**src/rtl/mem_interface.sv**
```systemverilog
// mem_interface: converts the control unit's level-style memory controls
// (MRE/MWE/IDSel) into a req/ack transaction to a variable-latency unified
// memory, captures fetched instructions (Instr) and loaded data (MDR), stalls
// the control unit until each access completes, and flags misaligned, illegal
// and timed-out accesses with a sticky Err.
//
// Memory handshake: mem_req is raised on the edge that accepts a request and
// stays high, with mem_addr/mem_we/mem_wdata frozen, until the edge that
// samples mem_ack high (the transfer cycle) or the access times out. mem_ack
// is a one-cycle pulse and is only honoured while BUSY; mem_rdata is sampled
// in the same cycle as mem_ack.
module mem_interface #(
  parameter int ADDR_W  = 32,
  parameter int DATA_W  = 32,
  parameter int TIMEOUT = 15
) (
  input  logic              clk,
  input  logic              reset,
  input  logic              IDSel,
  input  logic              MRE,
  input  logic              MWE,
  input  logic [ADDR_W-1:0] PC,
  input  logic [ADDR_W-1:0] ALUOut,
  input  logic [DATA_W-1:0] WD,
  output logic [DATA_W-1:0] Instr,
  output logic [DATA_W-1:0] MDR,
  output logic              Stall,
  output logic              Err,
  output logic              mem_req,
  output logic              mem_we,
  output logic [ADDR_W-1:0] mem_addr,
  output logic [DATA_W-1:0] mem_wdata,
  input  logic              mem_ack,
  input  logic [DATA_W-1:0] mem_rdata,
  output logic [1:0]        state_dbg
);

  typedef enum logic [1:0] {
    IDLE = 2'd0,
    BUSY = 2'd1,
    ERR  = 2'd2
  } state_t;

  // Counter exits at TIMEOUT-1, so 8 bits never wrap for TIMEOUT <= 255.
  localparam logic [7:0] TO_LAST = 8'(TIMEOUT - 1);

  state_t            state;
  state_t            state_n;
  logic [7:0]        cnt;
  logic              idsel_q;
  logic              req;
  logic              illegal;
  logic              accept;
  logic              done;
  logic              expire;
  logic [ADDR_W-1:0] addr_sel;

  // Request decode, legality check and next-state selection.
  always_comb begin
    state_n  = state;
    req      = MRE | MWE;
    addr_sel = IDSel ? ALUOut : PC;
    illegal  = (addr_sel[1:0] != 2'b00) | (MRE & MWE) | (MWE & ~IDSel);
    accept   = 1'b0;
    done     = 1'b0;
    expire   = 1'b0;
    case (state)
      IDLE: begin
        if (req) begin
          if (illegal) begin
            state_n = ERR;
          end else begin
            accept  = 1'b1;
            state_n = BUSY;
          end
        end
      end
      BUSY: begin
        if (mem_ack) begin
          done    = 1'b1;
          state_n = IDLE;
        end else if (cnt == TO_LAST) begin
          expire  = 1'b1;
          state_n = ERR;
        end
      end
      ERR:     state_n = ERR;
      default: state_n = IDLE;
    endcase
  end

  // State register.
  always_ff @(posedge clk) begin
    if (reset) state <= IDLE;
    else       state <= state_n;
  end

  // Transaction registers, wait counter and holding registers.
  always_ff @(posedge clk) begin
    if (reset) begin
      mem_req   <= 1'b0;
      mem_we    <= 1'b0;
      mem_addr  <= '0;
      mem_wdata <= '0;
      idsel_q   <= 1'b0;
      cnt       <= 8'd0;
      Instr     <= '0;
      MDR       <= '0;
    end else begin
      if (accept) begin
        mem_addr  <= addr_sel;
        mem_wdata <= WD;
        mem_we    <= MWE;
        idsel_q   <= IDSel;
        mem_req   <= 1'b1;
        cnt       <= 8'd0;
      end
      if (done) begin
        mem_req <= 1'b0;
        if (!mem_we) begin
          if (idsel_q) MDR   <= mem_rdata;
          else         Instr <= mem_rdata;
        end
      end
      if (expire) begin
        mem_req <= 1'b0;
      end
      if (state == BUSY && !mem_ack && !expire) begin
        cnt <= cnt + 8'd1;
      end
    end
  end

  // Stall and error flag decoded from state; Stall is held low during reset.
  always_comb begin
    Err       = (state == ERR);
    Stall     = ~reset & (((state == IDLE) & req) |
                          ((state == BUSY) & ~mem_ack) |
                          (state == ERR));
    state_dbg = state;
  end

endmodule

```
**config.mk**
```make
export PLATFORM = sky130hd
export DESIGN_NAME = mem_interface
export DESIGN_NICKNAME = d
export VERILOG_FILES = /design/src/rtl/mem_interface.sv
export SDC_FILE = /design/constraint.sdc
export NUM_CORES = 1
export LEC_CHECK = 0
export ABC_AREA = 1
export CELL_PAD_IN_SITES_DETAIL_PLACEMENT = 1
export CELL_PAD_IN_SITES_GLOBAL_PLACEMENT = 1
export CORE_UTILIZATION = 25
export CTS_BUF_LIST = sky130_fd_sc_hd__clkbuf_16
export CTS_CLUSTER_SIZE = 28
export DETAILED_ROUTE_END_ITERATION = 10
export PLACE_DENSITY = 0.85
export SETUP_SLACK_MARGIN = 0.05
export SYNTH_ARGS = -nofsm -noshare
export SYNTH_HDL_FRONTEND = slang
export SYNTH_SLANG_ARGS = --single-unit
```
**constraint.sdc**
```tcl
create_clock -name clk -period 1.2 [get_ports clk]
set_input_delay 0.24 -clock clk [delete_from_list [all_inputs] [get_ports clk]]
set_output_delay 0.24 -clock clk [all_outputs]
set_load 0.05 [all_outputs]
```
Word level (Yosys, flattened, before mapping) --
Index checks and enable logic that the tools add are counted.
Word-level totals: register bits after elaboration 141, logic and storage cells 57, output and inout port bits 134
Operators by class: add/subtract/negate cells 1, reduce and logical (&&, ||, !) cells 11, bitwise logic cells 15, mux-type cells 16, eq/ne operators 5
Operators with widths (count):
- $mux W32 | 1
- $mux W8 | 2
- $add A8 B1 Y8 const B | 1
- $eq A8 B4 Y1 const B | 1
- $mux W1 | 8
- $mux W2 | 4
- $pmux W2 S3 | 1
- $reduce_and A3 Y1 | 2
- $and A1 B1 Y1 | 5
- $not A1 Y1 | 5
- $or A1 B1 Y1 | 5
- $reduce_bool A2 Y1 | 2
- $ne A3 B3 Y1 const B | 1
- $reduce_or A3 Y1 | 1
- $eq A2 B1 Y1 const B | 1
- $eq A2 B2 Y1 const B | 1
- $logic_and A1 B1 Y1 | 2
- $logic_not A1 Y1 | 2
- $logic_not A2 Y1 | 1
- $ne A2 B2 Y1 const B | 1
- $reduce_and A2 Y1 | 1

Longest topological paths before layout --
Gate-level depths: netlist of run 1.
depth in word-level cells 9, depth in mapped cells 9

Worst setup path after synthesis of run 1 --
Ideal clock, no wire load.
path type flip-flop to flip-flop, start point register state[1], in the netlist state_dbg[1], end point register state[1], in the netlist state_dbg[1], clock period less this slack 2508 ps, arrival time 2442 ps, stages on the path, launching flop included 7, setup time 67 ps, buffers on the path 0, path slack -1308 ps, cells stage by stage dfxtp_1 inv_1 nor2_1 nor2_1 nor2_1 nand2_1 nor2_1
On the way: elaborated cells on any way between the ends 7
RTL lines:
- start: declaration | RTL line 47 | state_t state;
- start signal: assignment | RTL line 95 | else state <= state_n;
- $eq A2 B2 Y1
- named net Err | RTL line 28 | output logic Err,
- $pmux W2 S3 | RTL line 67 | case (state)
The timed path passes the listed nets, and every way through them passes these cells. A chain may end at the register's enable or synchronous reset.

Worst setup path after layout of run 1 --
start point register state[0], in the netlist state_dbg[0], end point register Instr[4]
On the way: word-level cells in the longest chain between the ends 3
RTL lines:
- $eq A2 B1 Y1 | RTL line 67
- $mux W1 | RTL line 67
- $reduce_and A3 Y1 (no line)
- end signal: assignment | RTL line 122 | else Instr <= mem_rdata;
- end: declaration | RTL line 25 | output logic [DATA_W-1:0] Instr,
Every way passes these cells.

==> impl_metrics.yaml, run 1 <==
run_status:
  status: "finished with violations"
  failed_checks: "negative setup slack"
routing:
  drt_iter0_markers: 179
  route.antenna.remaining_nets: 0
  route.detailed.drc: 0
  total_wire_length_um: 25000
  dr.pass1.iters: 4
  via_per_inst: 4.66
  post_drt_wl_per_cell_um: 18.1
  num_vias: 6444
placed_design:
  placed_area_mm2: 0.0102
  numPlacedInstances: 1330
  placement.setup.worst_slack_ns: -0.720
  detailed_place_hpwl_um: 16800
  routabilityCongestion: 0.852
  number_of_buffer_cells_added_on_primary_ports: 267
sta:
  setup_viol_count_final: 168
  achievable-frequency_mhz: 615
  rsz0062_at_grt: "true"
  clock-skew-final_ns: 0.0106
  max_slew.worst_pin.slew_ns: 0.319
  final_hold_violation_count: 0
  maxSlewViolCount: 0
  layout_setup_ws_ns: -0.426
  maxSlewHeadroom: 0.788
  min_period_ns: 1.63
  fin_crit_sh: 1.36
worst_setup_path:
  critical_path.top_delay_family: "buffers and inverters"
  timing.critical_path.cells: "inv_4 -> nor2_4 -> buf_4 -> nand2_4 -> inv_4 -> nand2_4 -> buf_12 -> inv_12 -> bufbuf_16 -> nor2_1 -> nor2_1"
  critical_path.startpoint_type: "flip-flop"
  worstRegToRegCells: 11
  r2r_start: "state_dbg[0]"
  required_arrival_time_at_the_worst_endpoint_ns: 1.54
  worstReg2RegEnd: "Instr[4]"
  worst-endpoint-arrival_ns: 1.96
  crit_type: "reg -> reg"
  worst_setup_path_end_kind: "flip-flop"
  max_incr_delay_on_cp_ns: 0.36
  worst-path-buf-inv: 6
  critPathSlowestCell: "sky130_fd_sc_hd__dfxtp_4"
  regToRegSetupSlack_ns: -0.43
  worst-path-max-fanout: 8
yosys:
  synth-seq-area-share: 0.509
  netlist.area_leader.share: 0.509
  synth_seq_cells: 141
  synthesis.area_mm2: 0.00555
  syn_avg_cell_area_um2: 7.16
  yosys-top-cells-area: "sky130_fd_sc_hd__dfxtp_1 (51%), sky130_fd_sc_hd__nand2_1 (17%), sky130_fd_sc_hd__nor2_1 (9.7%)"
  synth_largest_area_cell: "sky130_fd_sc_hd__dfxtp_1"
  synth_cells: 775
  yosys_warnings: 0
  syn-num-nets: 911
  yosys.cell_types.count: 19
global_route:
  grtUsageMet1: 0.219
  grt_start_max_net_pins: 45
  gr_util_all_layers: 0.214
  grt_busiest_layer: "met2"
  wire_length_of_the_first_global_routing_pass_um: 36800
  gr-usage-met3: 0.0711
  first_global_vias: 6746
  gr-total-overflow: 0
  antenna_found_initial: 0
  grt_use_met2: 0.397
final_layout:
  fillerInstances: 2426
  antenna_cells_inserted: 0
  design_area_mm2: 0.0117
  syn_to_final_growth_pct: 111
  number_of_nets_in_the_final_layout: 1227
  finish.utilization: 0.536
  sequential_cell_area_mm2: 0.00293
  layout.cells.non_filler: 1384
  layout-drive-gt1-share: 0.325
  area_taken_by_multi_input_logic_gates_mm2: 0.00269
floorplan:
  start_util: 0.254
  site_row_count: 54
  top_level_ports: 268
  floorplan.die_area_mm2: 0.0228
  die_w_um: 151
  placeableCoreArea_mm2: 0.0218
  die_span_y_um: 151
clocking:
  max-clock-path-buffers: 2
  clk_latency_ns: 0.42
  clk_transition_reported_paths_ns: 0.07
  cts_buffers: 17
  clockRootBuffer: "sky130_fd_sc_hd__clkbuf_16"
  clock_sink_count: 141
  cts_hold_buf: 0
  cts_tree: "done"
  h_tree_lvl_count: 4
min_path:
  worstHoldPathCells: 3
  min_to: "mem_wdata[16]"
  hold_path_startpoint: "reset"
  worstHoldPathType: "in -> reg"
flow_run:
  max_cap_violations: 0
power:
  p_leak_nw: 4.64
  power_per_cell_area_mw_per_mm2: 1080
  fin_total_pwr_mw: 12.6
  worst_ir_drop_vdd_uv: 722
==> layer usage <==
metal / up-vias / routed length, um
li1: 3088 / -
met1: 3053 / 9150
met2: 257 / 13200
met3: 46 / 2040
met4: 0 / 686
met5: - / 0
==> synthesized netlist by cell type <==
master                     count
sky130_fd_sc_hd__buf_6         7
sky130_fd_sc_hd__nand2_1     246
sky130_fd_sc_hd__nand3_2       2
sky130_fd_sc_hd__nand4_1       2
sky130_fd_sc_hd__nor2_2        1
sky130_fd_sc_hd__clkinv_4      1
sky130_fd_sc_hd__ha_1          2
sky130_fd_sc_hd__o21ai_0      68
sky130_fd_sc_hd__nand3_1      17
sky130_fd_sc_hd__buf_4        11
sky130_fd_sc_hd__a21oi_2       1
sky130_fd_sc_hd__buf_2         3
sky130_fd_sc_hd__a21oi_1      73
sky130_fd_sc_hd__inv_2         1
sky130_fd_sc_hd__inv_1        27
sky130_fd_sc_hd__clkbuf_1     27
sky130_fd_sc_hd__nor2_1      144
sky130_fd_sc_hd__nand3b_1      1
sky130_fd_sc_hd__dfxtp_1     141
==> flip-flops by register name, indices dropped and copies added, names as in the netlist <==
| name | count |
|---|---|
| MDR | 32 |
| mem_req | 1 |
| mem_we | 1 |
| cnt | 8 |
| mem_wdata | 32 |
| state_dbg | 2 |
| idsel_q | 1 |
| mem_addr | 32 |
| Instr | 32 |
==> kinds of logic after synthesis <==
| kind of cell | after synthesis | synth area share |
|---|---|---|
| flip-flops | 141 | 0.509 |
| AO/OA/AOI/OAI | 142 | 0.129 |
| buffers and inverters | 77 | 0.0706 |
| AND/OR/NAND/NOR | 413 | 0.287 |
| adder cells (fa/ha/maj) | 2 | 0.00451 |
==> cells in the final DEF, fill, tap and decap left out, types with 6 or more instances in the layout <==
cell type,n
sky130_fd_sc_hd__dfxtp_2,20
sky130_fd_sc_hd__o21ai_2,35
sky130_fd_sc_hd__clkbuf_16,17
sky130_fd_sc_hd__o21ai_0,9
sky130_fd_sc_hd__nor2_2,6
sky130_fd_sc_hd__buf_4,42
sky130_fd_sc_hd__buf_6,15
sky130_fd_sc_hd__o21ai_4,9
sky130_fd_sc_hd__dfxtp_1,100
sky130_fd_sc_hd__a21oi_1,72
sky130_fd_sc_hd__clkdlybuf4s50_1,131
sky130_fd_sc_hd__nand2_1,241
sky130_fd_sc_hd__buf_12,148
sky130_fd_sc_hd__o21ai_1,15
sky130_fd_sc_hd__dfxtp_4,21
sky130_fd_sc_hd__nand3_1,16
sky130_fd_sc_hd__nor2_1,134
sky130_fd_sc_hd__inv_1,22
==> power breakdown <==
group          internal (mW)  leakage, nW  total (mW)  switching, mW
Sequential              4.75         1.17        4.87          0.121
Combinational           1.12         3.18        2.19           1.08
Clock                   3.31        0.294        5.58           2.27
Total                   9.18         4.64        12.6           3.47
==> worst reg2reg max path, cell delays in order (launching register included) <==
cell and delay (ns):
sky130_fd_sc_hd__dfxtp_4 0.36, sky130_fd_sc_hd__inv_4 0.04, sky130_fd_sc_hd__nor2_4 0.11, sky130_fd_sc_hd__buf_4 0.13, sky130_fd_sc_hd__nand2_4 0.05, sky130_fd_sc_hd__inv_4 0.07
sky130_fd_sc_hd__nand2_4 0.07, sky130_fd_sc_hd__buf_12 0.16, sky130_fd_sc_hd__inv_12 0.07, sky130_fd_sc_hd__bufbuf_16 0.26, sky130_fd_sc_hd__nor2_1 0.06, sky130_fd_sc_hd__nor2_1 0.17
==> stage by stage <==
| step | hold WS [ns] | setup TNS (ns) |
|---|---|---|
| 2_1_floorplan | 0.377 | -17.68 |
| 3_3_place_gp | 0.481 | -70.99 |
| 3_5_place_dp | 0.488 | -78.89 |
| 4_1_cts | 0.355 | -32.04 |
| 5_1_grt | 0.365 | -44.28 |
| 6_report | 0.358 | -28.82 |
==> how the worst max path moves through the flow <==
stage                 startpoint             to  slack (ns)  depth (start not counted)
floorplan           state_dbg[1]          Stall       -0.22                          4
global placement           IDSel   mem_addr[27]       -0.59                          8
detailed placement         IDSel  mem_wdata[10]       -0.72                          8
CTS                 state_dbg[0]          Stall       -0.44                          7
global route        state_dbg[0]          Stall       -0.49                          7
finish              state_dbg[0]       Instr[4]       -0.43                         11
==> area by class of cell <==
type,instances,area share
clock buffer,17,0.0364
clock inverter,15,0.0158
inverter,29,0.0121
multi-input combinational,557,0.230
sequential,141,0.250
tap,280,0.0299
timing repair buffer,345,0.425
==> repair_timing <==
item / 4_1_cts / 5_1_grt
setup endpoints to repair: 275 / 275
gates cloned: 10 / 0
resized for setup: 157 / 66
buffers inserted: 11 / 1
pin swaps: 20 / 15
(Power assumes the default switching activity.)
==> run 2: changes to the inputs <==
--- a/config.mk
+++ b/config.mk
@@ -8,6 +8,7 @@
 export ABC_AREA = 1
 export CELL_PAD_IN_SITES_DETAIL_PLACEMENT = 1
 export CELL_PAD_IN_SITES_GLOBAL_PLACEMENT = 1
+export CORE_MARGIN = 2
 export CORE_UTILIZATION = 25
 export CTS_BUF_LIST = sky130_fd_sc_hd__clkbuf_16
 export CTS_CLUSTER_SIZE = 28
==> run 2 against run 1 <==
The flow still finishes with violations (negative setup slack). Non-clock buffer count is 85 higher. Die area increased by 2.7%. Global-route usage up 2.9 points. Clock skew increased by 0.0092 ns. First-iteration DRC count increased by 70%. Register-to-register slack lost 0.15 ns. Maximum frequency down 8.6%. Cell count up 6.2%. Count of clock-buffer cells in the layout did not move. Setup slack worse by 0.15 ns. Critical path depth unchanged. Critical path type unchanged. Largest cell class unchanged.
==> impl_metrics.yaml, run 2 (synthesized netlist as in run 1, its figures left out) <==
sta:
  totalNegativeSetupSlack_ns: -67.81
  final_hold_violation_count: 0
  fin_hold_ws_ns: 0.301
  clock-skew-final_ns: 0.0198
  achievable-frequency_mhz: 562
  maxSlewViolCount: 0
  fin_crit_sh: 1.48
  setup_viol_count_final: 149
  rsz0062_at_grt: "true"
  max_slew.worst_pin.slew_ns: 0.525
  maxSlewHeadroom: 0.650
  min_period_ns: 1.78
  layout_setup_ws_ns: -0.578
min_path:
  hold_path_startpoint: "reset"
  min_to: "state_dbg[1]"
  worstHoldPathType: "in -> reg"
  worstHoldPathCells: 5
global_route:
  gr-total-overflow: 0
  grt_start_max_net_pins: 33
  wire_length_of_the_first_global_routing_pass_um: 43800
  antenna_found_initial: 0
  gr_util_all_layers: 0.243
  first_global_vias: 7683
clocking:
  cts_hold_buf: 0
  clockRootBuffer: "sky130_fd_sc_hd__clkbuf_16"
  max-clock-path-buffers: 2
  cts_tree: "done"
  h_tree_lvl_count: 4
  clk_transition_reported_paths_ns: 0.07
  clock_sink_count: 141
  cts_buffers: 17
  clk_latency_ns: 0.43
floorplan:
  top_level_ports: 268
  site_row_count: 54
  placeableCoreArea_mm2: 0.0218
  die_w_um: 153
  start_util: 0.254
  floorplan.die_area_mm2: 0.0234
  die_span_y_um: 153
flow_run:
  max_cap_violations: 0
routing:
  via_per_inst: 5.08
  num_vias: 7467
  total_wire_length_um: 36900
  route.detailed.drc: 0
  post_drt_wl_per_cell_um: 25.1
  drt_iter0_markers: 305
  dr.pass1.iters: 5
  route.antenna.remaining_nets: 0
power:
  worst_ir_drop_vdd_uv: 759
  internal-power_mw: 9.62
  total_switching_power_mw: 4.06
  pwr-share-comb: 0.215
  power_switching_share: 0.297
  power_per_cell_area_mw_per_mm2: 967
  share_clk_of_total_power: 0.436
  seqPwrFrac: 0.350
  p_leak_nw: 5.74
placed_design:
  routabilityCongestion: 0.785
  detailed_place_hpwl_um: 17100
  number_of_buffer_cells_added_on_primary_ports: 267
  placed_area_mm2: 0.0102
  placement.setup.worst_slack_ns: -0.728
run_status:
  status: "finished with violations"
  failed_checks: "negative setup slack"
worst_setup_path:
  worst-path-max-fanout: 7
  regToRegSetupSlack_ns: -0.58
  worstReg2RegEnd: "mem_addr[19]"
  worst_setup_path_end_kind: "flip-flop"
  crit_type: "reg -> reg"
  worst-endpoint-arrival_ns: 2.06
  r2r_start: "state_dbg[1]"
  worstRegToRegCells: 11
  required_arrival_time_at_the_worst_endpoint_ns: 1.48
  critical_path.startpoint_type: "flip-flop"
final_layout:
  antenna_cells_inserted: 0
  sequential_cell_area_mm2: 0.00320
  area_taken_by_multi_input_logic_gates_mm2: 0.00383
  layout-drive-gt1-share: 0.643
  fillerInstances: 2143
  most-common-layout-cells: "sky130_fd_sc_hd__buf_12 (162), sky130_fd_sc_hd__nand2_1 (155), sky130_fd_sc_hd__clkdlybuf4s50_1 (132)"
  syn_to_final_growth_pct: 155
  final_common_cell: "sky130_fd_sc_hd__buf_12"
  design_area_mm2: 0.0142
  number_of_nets_in_the_final_layout: 1313
-- run 2: critical path, stage by stage (launching register included) --
cell and delay [ns]:
sky130_fd_sc_hd__dfxtp_4 0.35, sky130_fd_sc_hd__buf_6 0.12, sky130_fd_sc_hd__inv_4 0.06, sky130_fd_sc_hd__nand2_4 0.07
sky130_fd_sc_hd__buf_6 0.12, sky130_fd_sc_hd__a21oi_4 0.15, sky130_fd_sc_hd__nand3_4 0.16, sky130_fd_sc_hd__buf_12 0.18
sky130_fd_sc_hd__buf_12 0.14, sky130_fd_sc_hd__clkbuf_16 0.18, sky130_fd_sc_hd__nand2_2 0.07, sky130_fd_sc_hd__a21oi_2 0.05
-- run 2: metal layers --
layer	GRT usage	vias to the layer above	share of wire
met5	0	-	0
met4	0.109	0	0.043
met3	0.0695	103	0.069
met2	0.454	398	0.53
met1	0.252	3705	0.36
li1	-	3261	-
-- run 2: how the worst max path moves through the flow --
stage,to,cells after the start,slack (ns),from
finish,mem_addr[19],11,-0.58,state_dbg[1]
detailed placement,mem_wdata[2],8,-0.73,IDSel
CTS,Stall,7,-0.55,state_dbg[1]
global route,mem_addr[19],11,-0.65,state_dbg[1]
global placement,idsel_q,8,-0.58,IDSel
floorplan,Stall,4,-0.22,state_dbg[1]
-- run 2: power groups by stage --
stage          Combinational [mW]  Clock, mW  Sequential (mW)
6_report                     2.93       5.96             4.79
5_1_grt                      3.04       6.23             4.80
4_1_cts                      2.49       5.93             4.88
3_5_place_dp                 2.04          0             5.00
3_3_place_gp                 2.00          0             4.99
2_1_floorplan               0.521          0             5.30
-- run 2: layout make-up --
type                            instances  area share
Sequential cell                       141       0.226
Multi-Input combinational cell        557       0.270
Tap cell                              280      0.0248
Inverter                               29      0.0118
Timing Repair Buffer                  430       0.421
Clock buffer                           17      0.0301
Timing Repair inverter                  1     0.00115
Clock inverter                         15      0.0148
-- run 2: repair_timing --
item | CTS | global route
cloned | 22 | 2
setup endpoints to repair | 275 | 275
pin swaps | 37 | 91
gates resized for setup | 269 | 483
setup buffers | 29 | 77
-- run 2: per-stage QoR --
stage | power (mW) | utilization | std cells
floorplan | 5.82 | - | 775
CTS | 13.3 | 0.571 | 1408
global placement | 6.99 | 0.468 | 1327
finish | 13.7 | 0.649 | 1470
global route | 14.1 | 0.649 | 1470
detailed placement | 7.05 | 0.468 | 1327
